`src/rtl/dnn_op_sequencer_pkg.sv`:
```
// ============================================================================
// Module   : dnn_op_sequencer_pkg
// Purpose  : Opcode values, size-field layout, FSM encodings and op length
//            helper shared by the op sequencer.
// Revision : 1.0
// ============================================================================
`default_nettype none

package dnn_op_sequencer_pkg;

    localparam int c_LEN_W = 14;

    localparam logic [3:0] c_OP_IDLE   = 4'd0;
    localparam logic [3:0] c_OP_MULT   = 4'd1;
    localparam logic [3:0] c_OP_SWRITE = 4'd2;
    localparam logic [3:0] c_OP_SREAD  = 4'd3;

    localparam int c_SIZE_LINE_MSB = 8;
    localparam int c_SIZE_LINE_LSB = 6;
    localparam int c_SIZE_CELL_MSB = 5;
    localparam int c_SIZE_CELL_LSB = 0;

    localparam logic [1:0] c_ST_IDLE  = 2'd0;
    localparam logic [1:0] c_ST_ISSUE = 2'd1;
    localparam logic [1:0] c_ST_GAP   = 2'd2;

    // Cycles an op must be held on the controller; 14 bits covers 64*8*8+DRAIN.
    function automatic logic [c_LEN_W-1:0] op_len(
        input logic [3:0]         opcode,
        input logic [8:0]         size,
        input logic [c_LEN_W-1:0] drain,
        input logic [c_LEN_W-1:0] lanes
    );
        logic [c_LEN_W-1:0] cells;
        logic [c_LEN_W-1:0] lines;
        cells = c_LEN_W'(size[c_SIZE_CELL_MSB:c_SIZE_CELL_LSB]) + c_LEN_W'(1);
        lines = c_LEN_W'(size[c_SIZE_LINE_MSB:c_SIZE_LINE_LSB]) + c_LEN_W'(1);
        if (opcode == c_OP_MULT) begin
            op_len = cells * lines * lines + drain;
        end else begin
            op_len = cells * lines * lanes;
        end
    endfunction

endpackage

`default_nettype wire

```
`src/rtl/dnn_op_sequencer_cmd_fifo.sv`:
```
// ============================================================================
// Module   : dnn_op_sequencer_cmd_fifo
// Purpose  : DEPTH x WIDTH synchronous command FIFO, async reset, no
//            write-to-read pass-through.
// Revision : 1.0
// ============================================================================
`default_nettype none

module dnn_op_sequencer_cmd_fifo #(
    parameter int DEPTH = 4,
    parameter int WIDTH = 32
) (
    input  logic             clk,
    input  logic             reset,
    input  logic             i_push,
    input  logic             i_pop,
    input  logic [WIDTH-1:0] i_wdata,
    output logic [WIDTH-1:0] o_rdata,
    output logic             o_full,
    output logic             o_empty
);

    localparam int c_AW = $clog2(DEPTH);
    localparam logic [c_AW:0] c_PTR_ONE = (c_AW + 1)'(1);

    logic [WIDTH-1:0] r_mem [DEPTH];
    logic [c_AW:0]    r_wr_ptr;
    logic [c_AW:0]    r_rd_ptr;

    always_ff @(posedge clk or posedge reset) begin
        if (reset) begin
            r_wr_ptr <= '0;
            r_rd_ptr <= '0;
        end else begin
            if (i_push) r_wr_ptr <= r_wr_ptr + c_PTR_ONE;
            if (i_pop)  r_rd_ptr <= r_rd_ptr + c_PTR_ONE;
        end
    end

    always_ff @(posedge clk) begin
        if (i_push) r_mem[r_wr_ptr[c_AW-1:0]] <= i_wdata;
    end

    // Extra pointer bit distinguishes full from empty when the indices match.
    assign o_empty = (r_wr_ptr == r_rd_ptr);
    assign o_full  = (r_wr_ptr[c_AW] != r_rd_ptr[c_AW]) &&
                     (r_wr_ptr[c_AW-1:0] == r_rd_ptr[c_AW-1:0]);
    assign o_rdata = r_mem[r_rd_ptr[c_AW-1:0]];

endmodule

`default_nettype wire

```
`src/rtl/dnn_op_sequencer.sv`:
```
// ============================================================================
// Module   : dnn_op_sequencer
// Purpose  : Queues host op words and holds each on the matrix controller for
//            its full length, with idle gaps and serial write/read handshakes.
// Revision : 1.0
// ============================================================================
`default_nettype none

module dnn_op_sequencer
    import dnn_op_sequencer_pkg::*;
#(
    parameter int DEPTH  = 4,
    parameter int LANES  = 8,
    parameter int DRAIN  = 24,
    parameter int GAP    = 1,
    parameter int RD_LAT = 1
) (
    input  logic        clk,
    input  logic        reset,
    input  logic        cmd_valid,
    output logic        cmd_ready,
    input  logic [31:0] cmd_op,
    input  logic [8:0]  cfg_size,
    input  logic        wr_valid,
    output logic        wr_ready,
    input  logic [31:0] wr_data,
    output logic        rd_valid,
    output logic [31:0] rd_data,
    output logic [31:0] ctrl_operation,
    output logic        ctrl_enable,
    output logic [31:0] ctrl_in_data,
    output logic [8:0]  ctrl_size,
    input  logic [31:0] ctrl_out_data,
    output logic        busy,
    output logic        err_opcode
);

    localparam logic [c_LEN_W-1:0] c_DRAIN    = c_LEN_W'(DRAIN);
    localparam logic [c_LEN_W-1:0] c_LANES    = c_LEN_W'(LANES);
    localparam logic [c_LEN_W-1:0] c_GAP_LAST = c_LEN_W'(GAP - 1);
    localparam logic [c_LEN_W-1:0] c_CNT_ONE  = c_LEN_W'(1);

    logic [1:0]         r_state,  w_state_nxt;
    logic [31:0]        r_op,     w_op_nxt;
    logic [3:0]         r_opcode, w_opcode_nxt;
    logic [8:0]         r_size,   w_size_nxt;
    logic [c_LEN_W-1:0] r_cnt,    w_cnt_nxt;
    logic               r_err,    w_err_nxt;
    logic               r_live;

    logic               w_push;
    logic               w_pop;
    logic               w_full;
    logic               w_empty;
    logic [31:0]        w_fifo_data;
    logic [3:0]         w_pop_opcode;
    logic [c_LEN_W-1:0] w_len;
    logic               w_swrite;
    logic               w_counted;
    logic               w_rd_issue;

    dnn_op_sequencer_cmd_fifo #(
        .DEPTH (DEPTH),
        .WIDTH (32)
    ) u_cmd_fifo (
        .clk     (clk),
        .reset   (reset),
        .i_push  (w_push),
        .i_pop   (w_pop),
        .i_wdata (cmd_op),
        .o_rdata (w_fifo_data),
        .o_full  (w_full),
        .o_empty (w_empty)
    );

    assign w_push       = cmd_valid && cmd_ready;
    assign w_pop_opcode = w_fifo_data[3:0];
    assign w_len        = op_len(w_pop_opcode, cfg_size, c_DRAIN, c_LANES);
    assign w_swrite     = (r_state == c_ST_ISSUE) && (r_opcode == c_OP_SWRITE);
    assign w_counted    = !w_swrite || wr_valid;
    assign w_rd_issue   = (r_state == c_ST_ISSUE) && (r_opcode == c_OP_SREAD);

    always_comb begin
        w_state_nxt  = r_state;
        w_op_nxt     = r_op;
        w_opcode_nxt = r_opcode;
        w_size_nxt   = r_size;
        w_cnt_nxt    = r_cnt;
        w_err_nxt    = 1'b0;
        w_pop        = 1'b0;
        case (r_state)
            c_ST_IDLE: begin
                if (!w_empty) begin
                    w_pop = 1'b1;
                    if (w_pop_opcode > c_OP_SREAD) begin
                        w_err_nxt = 1'b1;
                    end else if (w_pop_opcode != c_OP_IDLE) begin
                        w_op_nxt     = w_fifo_data;
                        w_opcode_nxt = w_pop_opcode;
                        w_size_nxt   = cfg_size;
                        w_cnt_nxt    = w_len - c_CNT_ONE;
                        w_state_nxt  = c_ST_ISSUE;
                    end
                end
            end
            c_ST_ISSUE: begin
                if (w_counted) begin
                    if (r_cnt == '0) begin
                        w_op_nxt    = '0;
                        w_cnt_nxt   = c_GAP_LAST;
                        w_state_nxt = c_ST_GAP;
                    end else begin
                        w_cnt_nxt = r_cnt - c_CNT_ONE;
                    end
                end
            end
            c_ST_GAP: begin
                if (r_cnt == '0) begin
                    w_state_nxt = c_ST_IDLE;
                end else begin
                    w_cnt_nxt = r_cnt - c_CNT_ONE;
                end
            end
            default: begin
                w_op_nxt    = '0;
                w_state_nxt = c_ST_IDLE;
            end
        endcase
    end

    always_ff @(posedge clk or posedge reset) begin
        if (reset) begin
            r_state  <= c_ST_IDLE;
            r_op     <= '0;
            r_opcode <= c_OP_IDLE;
            r_size   <= '0;
            r_cnt    <= '0;
            r_err    <= 1'b0;
            r_live   <= 1'b0;
        end else begin
            r_state  <= w_state_nxt;
            r_op     <= w_op_nxt;
            r_opcode <= w_opcode_nxt;
            r_size   <= w_size_nxt;
            r_cnt    <= w_cnt_nxt;
            r_err    <= w_err_nxt;
            r_live   <= 1'b1;
        end
    end

    // r_live keeps enable/ready low until the first edge after reset release.
    assign cmd_ready      = r_live && !w_full;
    assign wr_ready       = w_swrite;
    assign ctrl_enable    = r_live && !(w_swrite && !wr_valid);
    assign ctrl_operation = r_op;
    assign ctrl_size      = r_size;
    assign ctrl_in_data   = wr_data;
    assign rd_data        = ctrl_out_data;
    assign busy           = !w_empty || (r_state != c_ST_IDLE);
    assign err_opcode     = r_err;

    generate
        if (RD_LAT == 0) begin : g_rd_direct
            assign rd_valid = w_rd_issue;
        end else begin : g_rd_pipe
            logic [RD_LAT-1:0] r_rd_sr;
            always_ff @(posedge clk or posedge reset) begin
                if (reset) begin
                    r_rd_sr <= '0;
                end else begin
                    r_rd_sr <= (r_rd_sr << 1) | RD_LAT'(w_rd_issue);
                end
            end
            assign rd_valid = r_rd_sr[RD_LAT-1];
        end
    endgenerate

endmodule

`default_nettype wire
```
`config.mk`:
```
export PLATFORM = sky130hd
export DESIGN_NAME = dnn_op_sequencer
export DESIGN_NICKNAME = d
export VERILOG_FILES = /design/src/rtl/dnn_op_sequencer_pkg.sv /design/src/rtl/dnn_op_sequencer_cmd_fifo.sv /design/src/rtl/dnn_op_sequencer.sv
export SDC_FILE = /design/constraint.sdc
export NUM_CORES = 1
export LEC_CHECK = 0
export BUFFER_PORTS_ARGS = -buffer_cell sky130_fd_sc_hd__buf_2
export CAP_MARGIN = 15
export CORE_ASPECT_RATIO = 1.5
export CORE_UTILIZATION = 25
export CTS_CLUSTER_SIZE = 25
export DETAILED_ROUTE_END_ITERATION = 6
export PLACE_DENSITY_LB_ADDON = 0.2
export SLEW_MARGIN = 25
export SYNTH_ARGS = -nofsm -noshare
export SYNTH_HDL_FRONTEND = slang
export SYNTH_HIERARCHICAL = 1
export SYNTH_SLANG_ARGS = --single-unit
```
`constraint.sdc`:
```
create_clock -name clk -period 6.3 [get_ports clk]
set_clock_uncertainty 0.05 [all_clocks]
set_input_delay 0.63 -clock clk [delete_from_list [all_inputs] [get_ports clk]]
set_output_delay 0.63 -clock clk [all_outputs]
set_load 0.02 [all_outputs]
```
==> flow_metrics.tcl <==
set metrics [dict create \
    hold_slack_ns 0.0490 \
    fin_tns_setup_ns -0.104 \
    numCtsBuffers 17 \
    path_class "in2reg" \
    grt_pass1_vias 8022 \
    fin_nets 1223 \
    syn_to_final_growth_pct 20.8 \
    fmax_ghz 0.156 \
    drcViolationCount 0 \
    worst_r2r_path_depth 9 \
    power_leakage_nw 5.48 \
    tightest_slew_ns 1.01 \
    port-buffer-count 91 \
    synthDistinctLibCells 78 \
    drt_iter0_markers 279 \
    clockBufferDepth 2 \
    antenna_found_initial 3 \
    clkLatencyLatePin_ns 0.45 \
    fin_util_pct 30.8 \
    coreArea_mm2 0.0440 \
    crit_fanout 4 \
    yosys_warnings 6 \
    num_vias 7251 \
    place.gp.congestion 0.758 \
    cts-root-buf "clkbuf_16" \
    seqPwrFrac_pct 29.4 \
    synth_enable_flop_cells 128 \
    syn_inst 928 \
    worst_setup_path_start_kind "input pin" \
    r2r-end "r_cnt[5]" \
    wl_per_cell_um 17.0 \
    antenna_left 0 \
    failed_checks "negative setup slack" \
    clock-sinks 198 \
    clkPwrFrac_pct 16.7 \
    wl_mm 27.6 \
    place_hpwl_mm 19.3 \
    postLayoutCellArea_mm2 0.0135 \
    instances_no_fill 1622 \
    synth-async-reset-ratio_pct 35.4 \
    synth_top_cell_area_share_pct 34.3 \
    fin_crit_ns 6.40 \
    pre_cts_ws_ns -0.891 \
    ys_top_cells_by_area "edfxtp_1, dfrtp_1, ha_1" \
    finalPower_mw 6.37 \
    ff2ff_setup_slack_ns 1.87 \
    placed_area_mm2 0.0126 \
    max_cap_viol_count 0 \
    die_w_um 175 \
    fp.dieH_um 261 \
    period_share_pct 102 \
    cp-end-kind "flip-flop" \
    r2r_start "u_cmd_fifo/r_rd_ptr[0]" \
    hold_viol 0 \
    cts_tree "done" \
    grt_usage_pct 12.8 \
    rsz0062_at_grt "true" \
    slew_headroom_pct 32.9 \
    netlist_area_mm2 0.0112 \
    ir_drop_mv 0.251 \
    switching_power_mw 2.60 \
    grt_pass1_wl_mm 44.8 \
    powerDensity_mw_per_mm2 470 \
    gr-total-overflow 0 \
    pin_count 220 \
    critPathLaunch "cfg_size[0]" \
    clk_pin_slew_ns 0.08 \
    ys_seq_area_share_pct 49.9 \
    htree_levels 4 \
    row_count 94 \
    avgSynthCellArea_um2 12.1 \
    p_sw_share_pct 40.9 \
    crit_end "r_cnt[13]" \
    synth_top_area_cell "edfxtp_1" \
    arrival_ns 6.74 \
    hp-class "in2async" \
    firstDrtPassIters 4 \
    setup_viol 1 \
    viasPerCell 4.47 \
    drv_slew 0 \
    dieArea_mm2 0.0457 \
    start_util_pct 25.5 \
    combPwrFrac_pct 53.9 \
    ys_seq_elements 198 \
    layout-drive-gt1-share_pct 33.8 \
    finalWorstSetupSlack_ns -0.104 \
    status "finished with violations" \
    p_int_mw 3.76 \
    grt_start_max_net_pins 63 \
    synth_ff_type "edfxtp_1" \
    crit_required_ns 6.63 \
    placedCellCount 1581 \
]
-- critical path, cell delays in order --
cell     delay (ns)
buf_8          0.10
ha_4           0.17
and3_4         0.17
xnor2_4        0.18
nor2_2         0.07
fa_1           0.50
inv_1          0.05
fa_1           0.49
inv_2          0.05
ha_4           0.15
or2_4          0.25
o22a_1         0.21
xnor2_2        0.26
nor2_2         0.08
fa_1           0.57
fa_1           0.42
ha_1           0.29
ha_2           0.18
or4_1          0.49
a21o_1         0.20
a41oi_2        0.14
mux2i_1        0.10
a31oi_2        0.16
or4b_4         0.48
a211o_1        0.25
nand3_2        0.05
-- metal layers --
metal | wire [µm] | global-route usage, % | part of all wire, %
met1 | 11000 | 13.7 | 40
met2 | 14800 | 24.1 | 54
met3 | 1330 | 3.38 | 4.8
met4 | 469 | 4.06 | 1.7
met5 | 16 | 0 | 0.058
-- power by group through the flow --
stage,logic (mW),clock network [mW],registers [mW]
finish,3.43,1.06,1.87
global placement,3.23,0,1.90
floorplan,2.25,0,1.95
global route,3.81,1.14,1.91
CTS,3.42,1.11,1.88
detailed placement,3.24,0,1.90
-- area by class of cell --
type                    instances  area [µm²]
inverters                      39         151
clock buffers                  18         429
fillers                      4576       30400
repair buffers                183        1220
flip-flops and latches        198        5600
well taps                     576         721
diodes                          2        5.00
clock inverters                14         140
multi-input cells             592        5280
-- synth_stat cells (3+ instances only) --
cell type  number
edfxtp_1      128
nand2_1        94
dfrtp_1        70
nor2_1         70
buf_4          66
ha_1           55
o21ai_1        45
inv_1          38
fa_1           28
mux4_2         28
nor3_1         23
clkbuf_1       21
o21ai_0        21
a21oi_1        19
xnor2_1        14
nand3_1        13
xor2_1         13
nor2b_1        12
and2_1         11
mux2_2         10
nand2b_1        8
a22o_1          7
or2_2           7
a211oi_1        6
a21o_1          6
and3_1          6
buf_2           6
o22ai_1         6
o32ai_1         6
a211o_1         5
nor4_1          5
or2_1           5
buf_6           4
mux4_1          4
nor3b_1         4
o21a_1          4
or3_1           4
buf_12          3
mux2i_1         3
or4_1           3
or4b_1          3
-- logic make-up after synthesis --
kind of cell    synth area share, %
compound gates                 8.79
xor+xnor                       2.31
fa+ha+maj                      11.1
buf+inv                        7.64
flops                          49.9
mux                            7.84
other cells                  0.0335
simple gates                   12.3
-- flip-flops by register name, indices dropped and copies added (netlist names) --
signal / flops
u_cmd_fifo/r_rd_ptr: 3
u_cmd_fifo/r_wr_ptr: 3
r_state: 2
r_cnt: 14
r_live: 1
rd_valid: 1
u_cmd_fifo/r_mem: 128
r_opcode: 4
ctrl_size: 9
err_opcode: 1
ctrl_operation: 32
-- cells in the final DEF, fill, tap and decap left out, types with 9 or more instances in the layout --
cell type and n:
a21oi_1 16, buf_2 85, buf_4 87, clkbuf_16 17
dfrtp_1 69, edfxtp_1 128, fa_1 27, ha_1 40
ha_4 13, inv_1 33, mux2_2 10, mux4_2 28
nand2_1 91, nand3_1 11, nor2_1 64, nor2b_1 10
nor3_1 22, o21ai_0 17, o21ai_1 46, xor2_1 9
-- worst min-delay path by stage --
stage	to	slack, ns	depth (start not counted)
CTS	u_cmd_fifo/r_wr_ptr[1]	0.03	2
global placement	ctrl_operation[24]	0.41	2
detailed placement	ctrl_operation[3]	0.42	1
global route	u_cmd_fifo/r_wr_ptr[1]	0.05	2
floorplan	u_cmd_fifo/r_rd_ptr[0]	0.37	1
finish	u_cmd_fifo/r_wr_ptr[1]	0.05	2
-- what timing repair did --
item	CTS	global route
hold buffers	0	0
resized for setup	43	24
pin swaps	25	12
setup endpoints to repair	8	8
setup buffers	5	3
(Power assumes the default switching activity.)
